===== src/rtl/sonar_controlador_varredura.sv =====
// Sweep sequencer for the sonar: steps the servo in a ping-pong sweep and, at each
// position, waits for settle, triggers one distance measurement and sends the result bytes.
module sonar_controlador_varredura #(
  parameter int N_POS       = 8,
  parameter int N_BYTES     = 8,
  parameter int T_POSICIONA = 100000000,
  parameter int T_TIMEOUT   = 50000000,
  localparam int PW   = (N_POS > 1) ? $clog2(N_POS) : 1,
  localparam int SW   = (N_BYTES > 1) ? $clog2(N_BYTES) : 1,
  localparam int TMAX = (T_POSICIONA > T_TIMEOUT) ? T_POSICIONA : T_TIMEOUT,
  localparam int CW   = (TMAX > 1) ? $clog2(TMAX) : 1
) (
  input  logic          clock_i,
  input  logic          reset_i,
  input  logic          ligar_i,
  input  logic          pronto_medida_i,
  input  logic          pronto_tx_i,
  output logic          medir_o,
  output logic          transmite_o,
  output logic [SW-1:0] sel_byte_o,
  output logic [PW-1:0] posicao_o,
  output logic          timeout_o,
  output logic          fim_posicao_o,
  output logic [3:0]    db_estado_o
);

  typedef enum logic [3:0] {
    INICIAL        = 4'd0,
    POSICIONA      = 4'd1,
    MEDE           = 4'd2,
    AGUARDA_MEDIDA = 4'd3,
    TRANSMITE      = 4'd4,
    AGUARDA_TX     = 4'd5,
    PROXIMA        = 4'd6
  } estado_t;

  estado_t       estado_q, estado_d;
  logic [CW-1:0] cnt_q, cnt_d;
  logic [SW-1:0] sel_q, sel_d;
  logic [PW-1:0] pos_q, pos_d;
  logic          desce_q, desce_d;
  logic          timeout_q, timeout_d;
  logic          medir_q, transmite_q, fim_q;

  always_comb begin
    estado_d  = estado_q;
    cnt_d     = cnt_q;
    sel_d     = sel_q;
    pos_d     = pos_q;
    desce_d   = desce_q;
    timeout_d = timeout_q;
    case (estado_q)
      INICIAL: begin
        if (ligar_i) begin
          estado_d  = POSICIONA;
          timeout_d = 1'b0;
          cnt_d     = '0;
        end
      end
      POSICIONA: begin
        if (cnt_q == CW'(T_POSICIONA - 1)) estado_d = MEDE;
        else cnt_d = cnt_q + CW'(1);
      end
      MEDE: begin
        cnt_d    = '0;
        estado_d = AGUARDA_MEDIDA;
      end
      AGUARDA_MEDIDA: begin
        // a measurement arriving on the terminal cycle beats the timeout
        if (pronto_medida_i) begin
          estado_d = TRANSMITE;
          sel_d    = '0;
        end else if (cnt_q == CW'(T_TIMEOUT - 1)) begin
          timeout_d = 1'b1;
          estado_d  = TRANSMITE;
          sel_d     = '0;
        end else begin
          cnt_d = cnt_q + CW'(1);
        end
      end
      TRANSMITE: estado_d = AGUARDA_TX;
      AGUARDA_TX: begin
        if (pronto_tx_i) begin
          if (sel_q == SW'(N_BYTES - 1)) begin
            estado_d = PROXIMA;
            sel_d    = '0;
          end else begin
            estado_d = TRANSMITE;
            sel_d    = sel_q + SW'(1);
          end
        end
      end
      PROXIMA: begin
        sel_d = '0;
        if (!desce_q) begin
          if (pos_q == PW'(N_POS - 1)) begin
            desce_d = 1'b1;
            pos_d   = pos_q - PW'(1);
          end else begin
            pos_d = pos_q + PW'(1);
          end
        end else begin
          if (pos_q == '0) begin
            desce_d = 1'b0;
            pos_d   = pos_q + PW'(1);
          end else begin
            pos_d = pos_q - PW'(1);
          end
        end
        if (ligar_i) begin
          estado_d = POSICIONA;
          cnt_d    = '0;
        end else begin
          estado_d = INICIAL;
        end
      end
      default: estado_d = INICIAL;
    endcase
  end

  // pulse outputs are flopped from the next state so they line up with the state they belong to
  always_ff @(posedge clock_i or posedge reset_i) begin
    if (reset_i) begin
      estado_q    <= INICIAL;
      cnt_q       <= '0;
      sel_q       <= '0;
      pos_q       <= '0;
      desce_q     <= 1'b0;
      timeout_q   <= 1'b0;
      medir_q     <= 1'b0;
      transmite_q <= 1'b0;
      fim_q       <= 1'b0;
    end else begin
      estado_q    <= estado_d;
      cnt_q       <= cnt_d;
      sel_q       <= sel_d;
      pos_q       <= pos_d;
      desce_q     <= desce_d;
      timeout_q   <= timeout_d;
      medir_q     <= (estado_d == MEDE);
      transmite_q <= (estado_d == TRANSMITE);
      fim_q       <= (estado_d == PROXIMA);
    end
  end

  assign medir_o       = medir_q;
  assign transmite_o   = transmite_q;
  assign fim_posicao_o = fim_q;
  assign sel_byte_o    = sel_q;
  assign posicao_o     = pos_q;
  assign timeout_o     = timeout_q;
  assign db_estado_o   = estado_q;

endmodule

===== config.mk =====
export PLATFORM = sky130hd
export DESIGN_NAME = sonar_controlador_varredura
export DESIGN_NICKNAME = d
export VERILOG_FILES = /design/src/rtl/sonar_controlador_varredura.sv
export SDC_FILE = /design/constraint.sdc
export NUM_CORES = 1
export LEC_CHECK = 0
export CAP_MARGIN = 15
export CORE_ASPECT_RATIO = 1.1
export CORE_UTILIZATION = 39
export CTS_CLUSTER_SIZE = 14
export DETAILED_ROUTE_END_ITERATION = 10
export PLACE_DENSITY_LB_ADDON = 0.08
export SKIP_CTS_REPAIR_TIMING = 1
export SYNTH_ARGS = -nofsm -noshare
export SYNTH_HDL_FRONTEND = slang
export SYNTH_SLANG_ARGS = --single-unit

===== constraint.sdc =====
create_clock -name clock_i -period 2.7 [get_ports clock_i]
set_input_delay 0.405 -clock clock_i [delete_from_list [all_inputs] [get_ports clock_i]]
set_output_delay 0.405 -clock clock_i [all_outputs]
set_load 0.01 [all_outputs]

# Yosys cells after proc, flatten, opt, wreduce, memory -nomap -nowiden
# Cells that the tools add are included.
[op_classes]
muxes = 28
eq_ne = 21
add_sub_neg = 4
reduce_logical = 9
[ops]
columns = ["op", "count"]
rows = [
  ["$mux W27", 4],
  ["$pmux W27 S4", 1],
  ["$pmux W4 S7", 1],
  ["$add A27 B1 Y27 const B", 1],
  ["$eq A27 B26 Y1 const B", 1],
  ["$eq A27 B27 Y1 const B", 1],
  ["$mux W3", 7],
  ["$eq A4 B3 Y1 const B", 5],
  ["$mux W4", 5],
  ["$eq A4 B2 Y1 const B", 3],
  ["$ne A2 B2 Y1 const B", 6],
  ["$pmux W3 S3", 1],
  ["$mux W1", 7],
  ["$add A3 B1 Y3 const B", 2],
  ["$eq A3 B3 Y1 const B", 2],
  ["$reduce_and A5 Y1", 1],
  ["$eq A4 B1 Y1 const B", 1],
  ["$logic_not A4 Y1", 1],
  ["$reduce_and A4 Y1", 1],
  ["$reduce_bool A4 Y1", 1],
  ["$logic_not A3 Y1", 1],
  ["$ne A3 B3 Y1 const B", 1],
  ["$reduce_and A3 Y1", 1],
  ["$reduce_bool A3 Y1", 1],
  ["other kinds (6)", 6],
]
[totals]
output_inout_bits = 14
input_bits = 5
reg_bits = 42

# Logic depth before layout (Yosys ltp)
[depth]
word_depth = 5
mapped_depth = 8

# Least setup slack after synthesis
# OpenSTA, ideal clock, no wires.
[synth_timing]
path_type = "register to register"
from = "register cnt_q[0]"
to = "register cnt_q[7]"
path_stages_with_launch = 9
arrival_time_ns = 2.046
setup_ns = 0.125
required_time_ns = 2.575
path_buffers = 1
period_less_slack_ns = 2.171
path_slack_ns = 0.529
cell_sequence = "dfrtp_1 ha_1 nand4_1 or3_4 or3_4 o2bb2ai_2 buf_6 a31oi_1 o21ai_1"
[synth_between]
elab_chain_cells = 4
elab_cells_between_ends = 10
[synth_rtl]
columns = ["item", "line_no", "source"]
rows = [
  ["start: declaration", "38", "logic [CW-1:0] cnt_q, cnt_d;"],
  ["start signal: assignment", "135", "cnt_q <= cnt_d;"],
  ["$add A27 B1 Y27", "62, 78", ""],
  ["$mux W27", "73", "end else if (cnt_q == CW'(T_TIMEOUT - 1)) begin"],
  ["$mux W27", "70", "if (pronto_medida_i) begin"],
  ["$pmux W27 S4", "52", "case (estado_q)"],
]
# Parallel ways exist; a longest one is shown, timed or not. The select of a mux whose other input is x is not followed.
# A chain may end at the register's enable or synchronous reset.

# Worst setup path after layout
[layout_timing]
from = "register cnt_q[0]"
to = "register cnt_q[9]"
# Same word-level chain as after synthesis.

==> flow_metrics.env <==
export IMPL_status="finished clean"
export IMPL_grt_ovfl_total=0
export IMPL_crit_chain="ha_1 > nand4_1 > or3_4 > or3_4 > o2bb2ai_4 > a41oi_1 > a31oi_1"
export IMPL_grt_max_degree=43
export IMPL_p_leak_nw=1.133
export IMPL_die_area_mm2=0.006481
export IMPL_die_height_um=84.34
export IMPL_dp_hpwl_mm=3.475
export IMPL_synth_largest_area_cell="dfrtp_1"
export IMPL_numCtsBuffers=5
export IMPL_pre_cts_ws_ns=0.06782
export IMPL_cts_buffer_depth=2
export IMPL_fp_dieW_um=76.85
export IMPL_drv_cap=0
export IMPL_hp_start="cnt_q[6]"
export IMPL_worst_hold_slack_ns=0.4951
export IMPL_slowest_delay_ns=0.45
export IMPL_tightestPinTransition_ns=0.8534
export IMPL_drv_slew=0
export IMPL_r2r_start="cnt_q[0]"
export IMPL_root_buffer="clkbuf_8"
export IMPL_drive_gt1_share_pct=6.762
export IMPL_finalHoldViolCount=0
export IMPL_synth_edf_count=0
export IMPL_yosys_top_cells_area="dfrtp_1, a31oi_1, nand2_1"
export IMPL_vias=2073
export IMPL_critPathRequiredTime_ns=2.87
export IMPL_fin_ws_ns=0.1659
export IMPL_synth_cell_area_mm2=0.002404
export IMPL_num_rows=29
export IMPL_worst_skew_pair_late_latency_ns=0.30
export IMPL_syn_inst=263
export IMPL_clkTransAtPathRegs_ns=0.08
export IMPL_hold_end="cnt_q[6]"
export IMPL_path_common_cell="or3_4"
export IMPL_ant_nets=0
export IMPL_crit_arrival_ns=2.70
export IMPL_nets=293
export IMPL_placed_cell_area_mm2=0.002610
export IMPL_period_share_pct=93.86
export IMPL_routedWlPerCell_um=15.51
export IMPL_drc=0
export IMPL_track_usage_pct=18.21
export IMPL_crit_family="simple AND/OR/NAND/NOR gates"
export IMPL_r2r_setup_slack_ns=0.17
export IMPL_fin_skew_ns=0.004144
export IMPL_slew_headroom_pct=42.97
export IMPL_worstSetupPathType="reg2reg"
export IMPL_ff2ff_path_depth=7
export IMPL_fin_util_pct=46.71
export IMPL_synth_cell_types=45
export IMPL_postSynthAreaPerCell_um2=9.139
export IMPL_insertedDiodeCount=0
export IMPL_fin_tns_setup_ns=0
export IMPL_crit_slowest_cell="or3_4"
export IMPL_cts_max_level=2
export IMPL_reg2reg_to="cnt_q[9]"
export IMPL_synthArstFlopShare_pct=100.0
export IMPL_area_growth_pct=13.53
export IMPL_cp_end_kind="register"
export IMPL_cp_num_buf_inv=0
export IMPL_viasPerCell=5.791
export IMPL_whs_path_depth=1
export IMPL_worstPathMaxFanout=24
export IMPL_power_density_mw_per_mm2=516.0
export IMPL_antenna_found_initial=0
export IMPL_yosys_most_used_dff="dfrtp_1"
export IMPL_period_needed_ns=2.534
export IMPL_yosys_warnings=0
export IMPL_drtIter0Drc=78
export IMPL_dr_pass1_iters=4
export IMPL_grt_pass1_vias=1953
export IMPL_synth_top_area_share_pct=43.73
export IMPL_yosys_register_bits=42
export IMPL_synthesis_nets=275
export IMPL_finalInstanceArea_mm2=0.002729
export IMPL_core_mm2=0.005842
export IMPL_wirelength_mm=5.551
export IMPL_cts_tree="done"
export IMPL_floorplan_initialDensity_pct=41.14
export IMPL_grt_setup_unrepaired="false"
export IMPL_port_buffers=18
export IMPL_cts_num_sinks=42
export IMPL_synth_seq_area_share_pct=43.73
export IMPL_routabilityCongestion=0.7423
export IMPL_cp_depth=7
export IMPL_num_io_pins=19
export IMPL_synth_most_common_cell="dfrtp_1"
export IMPL_grt_pass1_wl_mm=9.508
export IMPL_cp_start_kind="register"
export IMPL_holdCritPathClass="reg2reg"
export IMPL_max_freq_mhz=394.6
export IMPL_setup_viol=0
export IMPL_ys_top_cells_by_count="dfrtp_1, nand2_1, a31oi_1, a21oi_1, nor2_1"
export IMPL_ir_worst_vdd_mv=0.2042
==> through the flow <==
step                total power [W]  std cells
floorplan                 0.0009481        263
global placement           0.001007        350
detailed placement         0.001013        350
CTS                        0.001414        357
global route               0.001484        358
finish                     0.001408        358
==> state kept, by name (all words and copies together) (netlist names) <==
signal	flops
db_estado_o	4
desce_q	1
transmite_o	1
sel_byte_o	3
medir_o	1
cnt_q	27
timeout_o	1
fim_posicao_o	1
posicao_o	3
==> cells by family after synthesis <==
logic type      after synthesis  synth area share [%]
compound gates               76                 21.08
xor+xnor                      2                0.7289
fa+ha+maj                     7                 3.644
buf+inv                      24                 6.038
flops                        42                 43.73
mux                           2                0.8329
other cells                   1                0.1560
simple gates                109                 23.79
==> final cells by class <==
cell class | count | area (um^2)
Clock buffer | 5 | 68.82
Inverter | 12 | 45.04
Fill cell | 574 | 3113
Tap cell | 77 | 96.34
Timing Repair Buffer | 22 | 210.2
Clock inverter | 2 | 10.01
Sequential cell | 42 | 1051
Multi-Input combinational cell | 198 | 1247
==> routing by layer <==
layer	track usage (%)	wire length [um]
met2	28.49	2572
met4	7.168	85
met5	0	0
met1	25.34	2720
met3	2.609	173
==> power by group <==
group / total, W / switching (W) / internal [W]
registers: 0.000780 / 0.0000918 / 0.000688
logic: 0.000232 / 0.000135 / 0.0000966
clock network: 0.000397 / 0.000223 / 0.000174
==> how the worst max path moves through the flow <==
stage	startpoint	endpoint	slack [ns]
after floorplan	cnt_q[0]	cnt_q[7]	0.53
after global placement	cnt_q[0]	cnt_q[3]	0.15
after detailed placement	cnt_q[0]	cnt_q[9]	0.07
after CTS	cnt_q[0]	cnt_q[9]	0.06
after global routing	cnt_q[0]	cnt_q[13]	0.005
final	cnt_q[0]	cnt_q[9]	0.17
==> cell usage in the layout (no fill, tap or decap), types with 2 or more instances in the layout <==
master / count
dfrtp_1: 42
nand2_1: 31
a31oi_1: 23
a21oi_1: 19
clkdlybuf4s50_1: 18
nor2_1: 15
nand3_1: 12
inv_1: 11
nand4_1: 11
nor3_1: 9
o211ai_1: 8
o21ai_0: 8
ha_1: 7
clkbuf_8: 5
nor4_1: 4
a41oi_1: 4
buf_4: 4
and3_1: 3
and2_1: 3
and4_1: 3
or2b_1: 3
nor2b_1: 3
a22o_1: 3
nand3b_1: 3
or3_4: 2
o211ai_4: 2
nand2b_1: 2
a21boi_0: 2
a2bb2oi_1: 2
mux2i_1: 2
clkinv_2: 2
Note: power is estimated with default switching activity, not from simulation.
